[src/rtl/spmv_sequencer.sv]
// Sparse matrix-vector sequencer: walks a compressed weight store row by row,
// multiply-accumulates each stored non-zero against a latched input vector on
// a single shared MAC and writes one signed result per row.
module spmv_sequencer #(
   parameter int N     = 4,
   parameter int NNZ   = 2,
   parameter int DW    = 32,
   parameter int WW    = 8,
   parameter int ACC_W = 32,
   parameter int CW    = $clog2(N),
   parameter int AW    = $clog2(N*NNZ)
) (
   input  logic                 clk,
   input  logic                 rst_n,
   input  logic                 start,
   input  logic                 abort,
   input  logic [N*DW-1:0]      x_in,
   output logic                 w_rd_en,
   output logic [AW-1:0]        w_addr,
   input  logic [CW+WW-1:0]     w_rdata,
   output logic [N*ACC_W-1:0]   y_out,
   output logic                 y_we,
   output logic [CW-1:0]        y_idx,
   output logic                 busy,
   output logic                 done,
   output logic                 err
);

   localparam int KW = (NNZ > 1) ? $clog2(NNZ) : 1;
   localparam int PW = (DW + WW > ACC_W) ? DW + WW : ACC_W;

   typedef enum logic [2:0] {
      IDLE  = 3'd0,
      FETCH = 3'd1,
      MAC   = 3'd2,
      WRITE = 3'd3,
      DONE  = 3'd4
   } state_t;

   state_t                    r_state;
   state_t                    w_next;
   logic [N*DW-1:0]           r_x;
   logic [CW-1:0]             r_row;
   logic [KW-1:0]             r_k;
   logic signed [ACC_W-1:0]   r_acc;
   logic [N*ACC_W-1:0]        r_y;
   logic                      r_err;

   logic [CW-1:0]             w_col;
   logic signed [WW-1:0]      w_wt;
   logic signed [DW-1:0]      w_xSel;
   logic                      w_colOk;
   logic signed [PW-1:0]      w_prod;
   logic signed [ACC_W-1:0]   w_term;
   logic                      w_lastK;
   logic                      w_lastRow;
   logic                      w_launch;

   assign w_col     = w_rdata[CW+WW-1:WW];
   assign w_wt      = w_rdata[WW-1:0];
   assign w_lastK   = (r_k == KW'(NNZ-1));
   assign w_lastRow = (r_row == CW'(N-1));
   assign w_launch  = start && !abort;

   // Pick the vector element addressed by the fetched column; an out-of-range column matches nothing
   always_comb begin
      w_xSel  = '0;
      w_colOk = 1'b0;
      for (int i = 0; i < N; i++) begin
         if (w_col == CW'(i)) begin
            w_xSel  = r_x[i*DW +: DW];
            w_colOk = 1'b1;
         end
      end
   end

   // Full-width signed product, then two's-complement wrap into the accumulator width
   assign w_prod = PW'(w_xSel) * PW'(w_wt);
   assign w_term = w_colOk ? w_prod[ACC_W-1:0] : '0;

   // State register
   always_ff @(posedge clk) begin
      if (!rst_n) begin
         r_state <= IDLE;
      end else begin
         r_state <= w_next;
      end
   end

   // Next-state decode; abort from any active state returns to IDLE
   always_comb begin
      w_next = r_state;
      case (r_state)
         IDLE:    w_next = w_launch ? FETCH : IDLE;
         FETCH:   w_next = abort ? IDLE : MAC;
         MAC:     w_next = abort ? IDLE : (w_lastK ? WRITE : FETCH);
         WRITE:   w_next = abort ? IDLE : (w_lastRow ? DONE : FETCH);
         DONE:    w_next = IDLE;
         default: w_next = IDLE;
      endcase
   end

   // Datapath: vector latch, row/entry counters, accumulator, result bank and sticky error
   always_ff @(posedge clk) begin
      if (!rst_n) begin
         r_x   <= '0;
         r_row <= '0;
         r_k   <= '0;
         r_acc <= '0;
         r_y   <= '0;
         r_err <= 1'b0;
      end else begin
         case (r_state)
            IDLE: begin
               if (w_launch) begin
                  r_x   <= x_in;
                  r_row <= '0;
                  r_k   <= '0;
                  r_acc <= '0;
                  r_err <= 1'b0;
               end
            end
            MAC: begin
               r_acc <= r_acc + w_term;
               if (!w_colOk) begin
                  r_err <= 1'b1;
               end
               if (!w_lastK) begin
                  r_k <= r_k + KW'(1);
               end
            end
            WRITE: begin
               r_y[r_row*ACC_W +: ACC_W] <= r_acc;
               if (!w_lastRow) begin
                  r_row <= r_row + CW'(1);
                  r_k   <= '0;
                  r_acc <= '0;
               end
            end
            default: ;
         endcase
         if ((r_state != IDLE) && abort) begin
            r_row <= '0;
            r_k   <= '0;
            r_acc <= '0;
         end
      end
   end

   // Weight address is the flat entry index of the current row and slot
   always_comb begin
      w_addr = AW'(int'(r_row) * NNZ + int'(r_k));
   end

   assign w_rd_en = (r_state == FETCH);
   assign y_we    = (r_state == WRITE);
   assign done    = (r_state == DONE);
   assign busy    = (r_state != IDLE);
   assign y_idx   = r_row;
   assign y_out   = r_y;
   assign err     = r_err;

endmodule
[config.mk]
export PLATFORM = sky130hd
export DESIGN_NAME = spmv_sequencer
export DESIGN_NICKNAME = d
export VERILOG_FILES = /design/src/rtl/spmv_sequencer.sv
export SDC_FILE = /design/constraint.sdc
export NUM_CORES = 1
export LEC_CHECK = 0
export BUFFER_PORTS_ARGS = -buffer_cell sky130_fd_sc_hd__buf_2
export CAP_MARGIN = 30
export CORE_UTILIZATION = 53
export CTS_CLUSTER_SIZE = 12
export DETAILED_ROUTE_END_ITERATION = 8
export HOLD_SLACK_MARGIN = 0.03
export PLACE_DENSITY_LB_ADDON = 0.05
export SYNTH_ARGS = -nofsm -noshare
export SYNTH_HDL_FRONTEND = slang
export SYNTH_SLANG_ARGS = --single-unit
[constraint.sdc]
create_clock -name clk -period 8 [get_ports clk]
set_input_delay 0.4 -clock clk [delete_from_list [all_inputs] [get_ports clk]]
set_output_delay 0.4 -clock clk [all_outputs]
set_load 0.02 [all_outputs]
# After elaboration in Yosys (flattened, before gate mapping)
# Index checks and enable logic that the tools add are counted.
# W data, S select, Z words.
dict set report word_totals {
  register_bits 295
  inputBits 142
  output_inout_bits 138
  elab_cells 70
}
dict set report classes {
  add_sub_neg 5
  n_mul 1
  n_eq_ne 11
  n_shift 2
  muxes 29
  bitwise 1
  n_reduce_logical 14
}
# op n
set op_table {}
lappend op_table {{$mux W32} 7}
lappend op_table {{$bwmux W128} 1}
lappend op_table {{$shift A32 B34 Y128 const A} 1}
lappend op_table {{$shiftx A32 B34 Y128} 1}
lappend op_table {{$pmux W32 S3} 1}
lappend op_table {{$neg A7 Y34} 1}
lappend op_table {{$add A32 B32 Y32} 1}
lappend op_table {{$mul A32 B8 Y32} 1}
lappend op_table {{$pmux W3 S4} 1}
lappend op_table {{$mux W2} 5}
lappend op_table {{$mux W1} 9}
lappend op_table {{$reduce_and A3 Y1} 3}
lappend op_table {{$eq A2 B2 Y1 const B} 3}
lappend op_table {{$eq A3 B2 Y1 const B} 2}
lappend op_table {{$mux W3} 2}
lappend op_table {{$ne A2 B2 Y1 const B} 3}
lappend op_table {{$reduce_bool A3 Y1} 2}
lappend op_table {{$pmux W2 S2} 1}
lappend op_table {{$reduce_bool A2 Y1} 2}
lappend op_table {{$add A3 B1 Y3} 1}
lappend op_table {{$eq A3 B1 Y1 const B} 1}
lappend op_table {{$eq A3 B3 Y1 const B} 1}
lappend op_table {{$logic_not A3 Y1} 1}
lappend op_table {{$pmux W1 S3} 1}
lappend op_table {{other kinds (10)} 11}

# Logic depth before layout (Yosys ltp)
dict set report logic_depth {
  word_depth 9
  mapped_depth 33
}

# Least setup slack after synthesis
# Ideal clock, no wire load.
dict set report synth_path {
  path_kind {input to register}
  startpoint {input port w_rdata[9]}
  endpoint {register r_acc[31]}
  setup_time_ns 0.125
  arrival_time_ns 7.564
  t_required_ns 7.875
  slack_ns 0.311
  stages 31
  n_path_buf 4
  cell_sequence {buf_6 buf_2 buf_2 mux4_2 and2_1 fa_1 fa_1 fa_1 inv_1 fa_1 inv_1 ha_1 o211ai_1 a21oi_2 a2111oi_1 nor2_1 nand2_1 nand2_1 a21oi_1 xnor2_1 ha_1 clkbuf_1 and4_1 a211oi_1 o21ai_0 and3_1 a221oi_2 o21ai_1 a31o_1 xnor3_1 o21ai_1}
}
dict set report synth_via {
  elab_chain_cells 9
  elab_cells_between_ends 16
}
# element line_no
set synth_lines {}
lappend synth_lines {{start, declared} 20} ;# input logic [CW+WW-1:0] w_rdata,
lappend synth_lines {{$logic_not A2 Y1} 70} ;# if (w_col == CW'(i)) begin
lappend synth_lines {{$mux W32 (4 in a row)} 70}
lappend synth_lines {{$mul A32 B8 Y32} 78} ;# assign w_prod = PW'(w_xSel) * PW'(w_wt);
lappend synth_lines {{$mux W32 *} 79} ;# assign w_term = w_colOk ? w_prod[ACC_W-1:0] : '0;
lappend synth_lines {{$add A32 B32 Y32 *} 124} ;# r_acc <= r_acc + w_term;
lappend synth_lines {{$pmux W32 S3 *} 113} ;# case (r_state)
lappend synth_lines {{end signal, assigned} 124}
lappend synth_lines {{end, declared} 45} ;# logic signed [ACC_W-1:0] r_acc;
# Mark *: on every way between the ends. The rest lies on a longest branch, timed or not.
# A chain may end at the register's enable or synchronous reset.

# Worst setup path in the final report
dict set report layout_path {
  startpoint {register r_x[32]}
  endpoint {register r_acc[30]}
}
dict set report layout_via {
  elab_chain_cells 7
}
# element line_no
set layout_lines {}
lappend layout_lines {{start, declared} 42} ;# logic [N*DW-1:0] r_x;
lappend layout_lines {{start signal, assigned} 116} ;# r_x <= x_in;
lappend layout_lines {{$mux W32 (3 in a row)} 70}
lappend layout_lines {{$mul A32 B8 Y32} 78}
lappend layout_lines {{$mux W32} 79}
lappend layout_lines {{$add A32 B32 Y32} 124}
lappend layout_lines {{$pmux W32 S3} 113}
# No other way between the ends.

==> metrics.yaml <==
outcome:
  status: "finished clean"
route:
  wl_per_cell_um: 17.8
  vias: 17000
  first_pass_iters: 5
  ant_nets: 0
  routed_wl_mm: 55.6
  avgViaCountPerCell: 5.46
  drt-initial-drc-count: 1069
  drc: 0
placed_design:
  hpwl_mm: 41.4
  gp_congestion: 0.894
  port_buffers: 279
global_routing:
  grt_pass1_wl_mm: 89.9
  grt_pass1_vias: 17000
  grt_usage_pct: 29.1
  grt_max_degree: 112
  antenna_found_initial: 2
  grt_overflow: 0
logic_synthesis:
  synth_cell_type_count: 64
  synthArstFlopShare_pct: 0
  synthFlopType: "dfxtp_1"
  ys_seq_area_share_pct: 28.8
  synthCells: 2386
  avgSynthCellArea_um2: 8.58
  synth_edf_count: 0
  synth_fp_nets: 2789
  synth_area_um2: 20500
  ys_warn_count: 0
  yosys_register_bits: 295
timing:
  maxSlewHeadroom_pct: 31.2
  min_period_ns: 7.37
  worst_pin_slew_ns: 1.03
  finalHoldWorstSlack_ns: 0.100
  setup_viol: 0
  fin_crit_sh_pct: 92.1
  maxSlewViolCount: 0
  tns_ns: 0
  fin_skew_ns: 0.0289
  max_clock_freq_ghz: 0.136
  final_hold_viol_count: 0
  rsz0062_at_grt: "no"
floorplan:
  chipWidth_um: 199
  rows: 71
  die_y_um: 199
  io_pins: 280
  dieArea_um2: 39400
  placeableCoreArea_um2: 37800
  start_util_pct: 54.1
finish:
  utilization_pct: 62.1
  final_common_cell: "nand2_1"
  layout-drive-gt1-share_pct: 15.7
  final_cell_mix: "nand2_1, dfxtp_1, buf_2"
  fin_nets: 2987
  area_growth_pct: 14.6
cts:
  clock_sinks: 295
  clk_pin_slew_ns: 0.06
  tritoncts: "yes"
  clock_latency_ns: 0.56
  holdBufCountCts: 0
  ctsResizeCount: 0
  post_cts_buffers: 0
  cts_root_buf: "clkbuf_16"
  cts_buffers: 34
  cts_max_level: 2
  clockBufferDepth: 3
critical_path:
  path_max_fanout: 8
  path_class: "reg2reg"
  critPathSlowestCell: "fa_1"
  worst_ep_arrival_time_ns: 7.78
  reg2reg_slack_ns: 0.63
  endpoint_kind: "flop"
  setup.worst_path.start_class: "flop"
  r2r_cells: 28
  cpPeakStageDelay_ns: 0.54
  required_ns: 8.41
hold_path:
  whs_path_depth: 3
  hold_class: "in2reg"
power:
  ir_drop_mv: 0.166
  p_leak_nw: 10.3
  total_power_mw: 4.56
  power_density_nw_per_um2: 194
run:
  maxCapViolCount: 0
==> metal layers <==
metal / GRT usage [%] / vias up / share of wire (%)
met3: 5.65 / 77 / 6.4
met5: 0 / - / 0.023
met2: 45.3 / 525 / 45
met1: 40.9 / 8241 / 46
met4: 8.58 / 2 / 2.4
li1: - / 8171 / -
==> synthesized netlist by cell type, types with 3 or more instances <==
| cell type | instances | area [µm²] |
|---|---|---|
| a21boi_0 | 257 | 1930 |
| nand2_1 | 472 | 1770 |
| buf_2 | 4 | 20.0 |
| o21ai_1 | 6 | 30.0 |
| o211ai_1 | 4 | 30.0 |
| buf_4 | 4 | 30.0 |
| a21oi_1 | 47 | 235 |
| clkbuf_1 | 138 | 518 |
| a211o_1 | 7 | 61.3 |
| nor3_1 | 13 | 65.1 |
| nor2b_1 | 7 | 43.8 |
| fa_1 | 158 | 3160 |
| dfxtp_1 | 295 | 5910 |
| ha_1 | 103 | 1290 |
| nand4_1 | 4 | 25.0 |
| mux4_2 | 31 | 698 |
| a22oi_1 | 18 | 135 |
| o31ai_1 | 3 | 22.5 |
| a21o_1 | 22 | 165 |
| a211oi_1 | 7 | 52.6 |
| inv_1 | 231 | 867 |
| o21ai_0 | 29 | 145 |
| xor2_1 | 17 | 149 |
| o21a_1 | 12 | 90.1 |
| nand2b_1 | 13 | 81.3 |
| xnor2_1 | 43 | 377 |
| and2_1 | 170 | 1060 |
| nor2_1 | 64 | 240 |
| o21bai_1 | 5 | 37.5 |
| nor4_1 | 4 | 25.0 |
| nand3_1 | 139 | 696 |
| a21oi_2 | 3 | 26.3 |
| and3_1 | 14 | 87.6 |
| a31oi_1 | 4 | 25.0 |
==> flip-flops by register name, summed over array words and instances, names as in the netlist <==
name,count
err,1
r_acc,32
r_k,1
r_state,3
r_x,128
y_idx,2
y_out,128
==> stage by stage <==
| stage | setup WS (ns) | area, µm² | cells |
|---|---|---|---|
| after floorplan | 0.311 | 20500 | 2386 |
| after global placement | 0.155 | 22200 | 3053 |
| after detailed placement | 0.0188 | 22300 | 3059 |
| after CTS | 0.525 | 23500 | 3117 |
| after global routing | 0.214 | 23500 | 3117 |
| final | 0.634 | 23500 | 3119 |
==> critical path, delay by kind of cell, from the launching register on <==
family / cells / cell delay, ns
adders and majority gates: 6 / 2.81
AOI/OAI and AO/OA: 13 / 2.53
and+or+nand+nor: 3 / 0.55
muxes: 1 / 0.53
xor gates and xnor gates: 2 / 0.38
DFF: 1 / 0.31
buffers and inverters: 3 / 0.15
==> area by class of cell <==
class | count | area (µm²)
well taps | 511 | 639
flip-flops and latches | 295 | 5910
clock inverters | 8 | 91.3
inverters | 231 | 867
repair buffers | 310 | 1780
diodes | 2 | 5.00
clock buffers | 50 | 1030
fillers | 3420 | 14400
multi-input cells | 1712 | 13200
==> kinds of logic (layout without fill, tap and decap cells) <==
| group | count (synthesis) | count (layout) | share of synthesized area, % |
|---|---|---|---|
| AOI/OAI and AO/OA | 442 | 442 | 15.4 |
| other | 0 | 2 | 0 |
| DFF | 295 | 295 | 28.8 |
| adders and majority gates | 261 | 261 | 21.7 |
| and+or+nand+nor | 914 | 914 | 20.6 |
| muxes | 34 | 34 | 3.63 |
| buffers and inverters | 379 | 599 | 7.08 |
| xor gates and xnor gates | 61 | 61 | 2.68 |
==> where the power goes <==
| part | internal [mW] | switching, mW |
|---|---|---|
| registers | 1.50 | 0.0263 |
| clock network | 0.932 | 0.630 |
| logic | 0.601 | 0.863 |
==> path summary, 6_finish.rpt <==
path,endpoint,from
max,r_acc[30],r_x[32]
min,r_x[59],x_in[59]
max reg2reg,r_acc[30],r_x[32]
min reg2reg,y_out[48],y_out[48]
No activity file was read; power rests on OpenSTA's default activity.
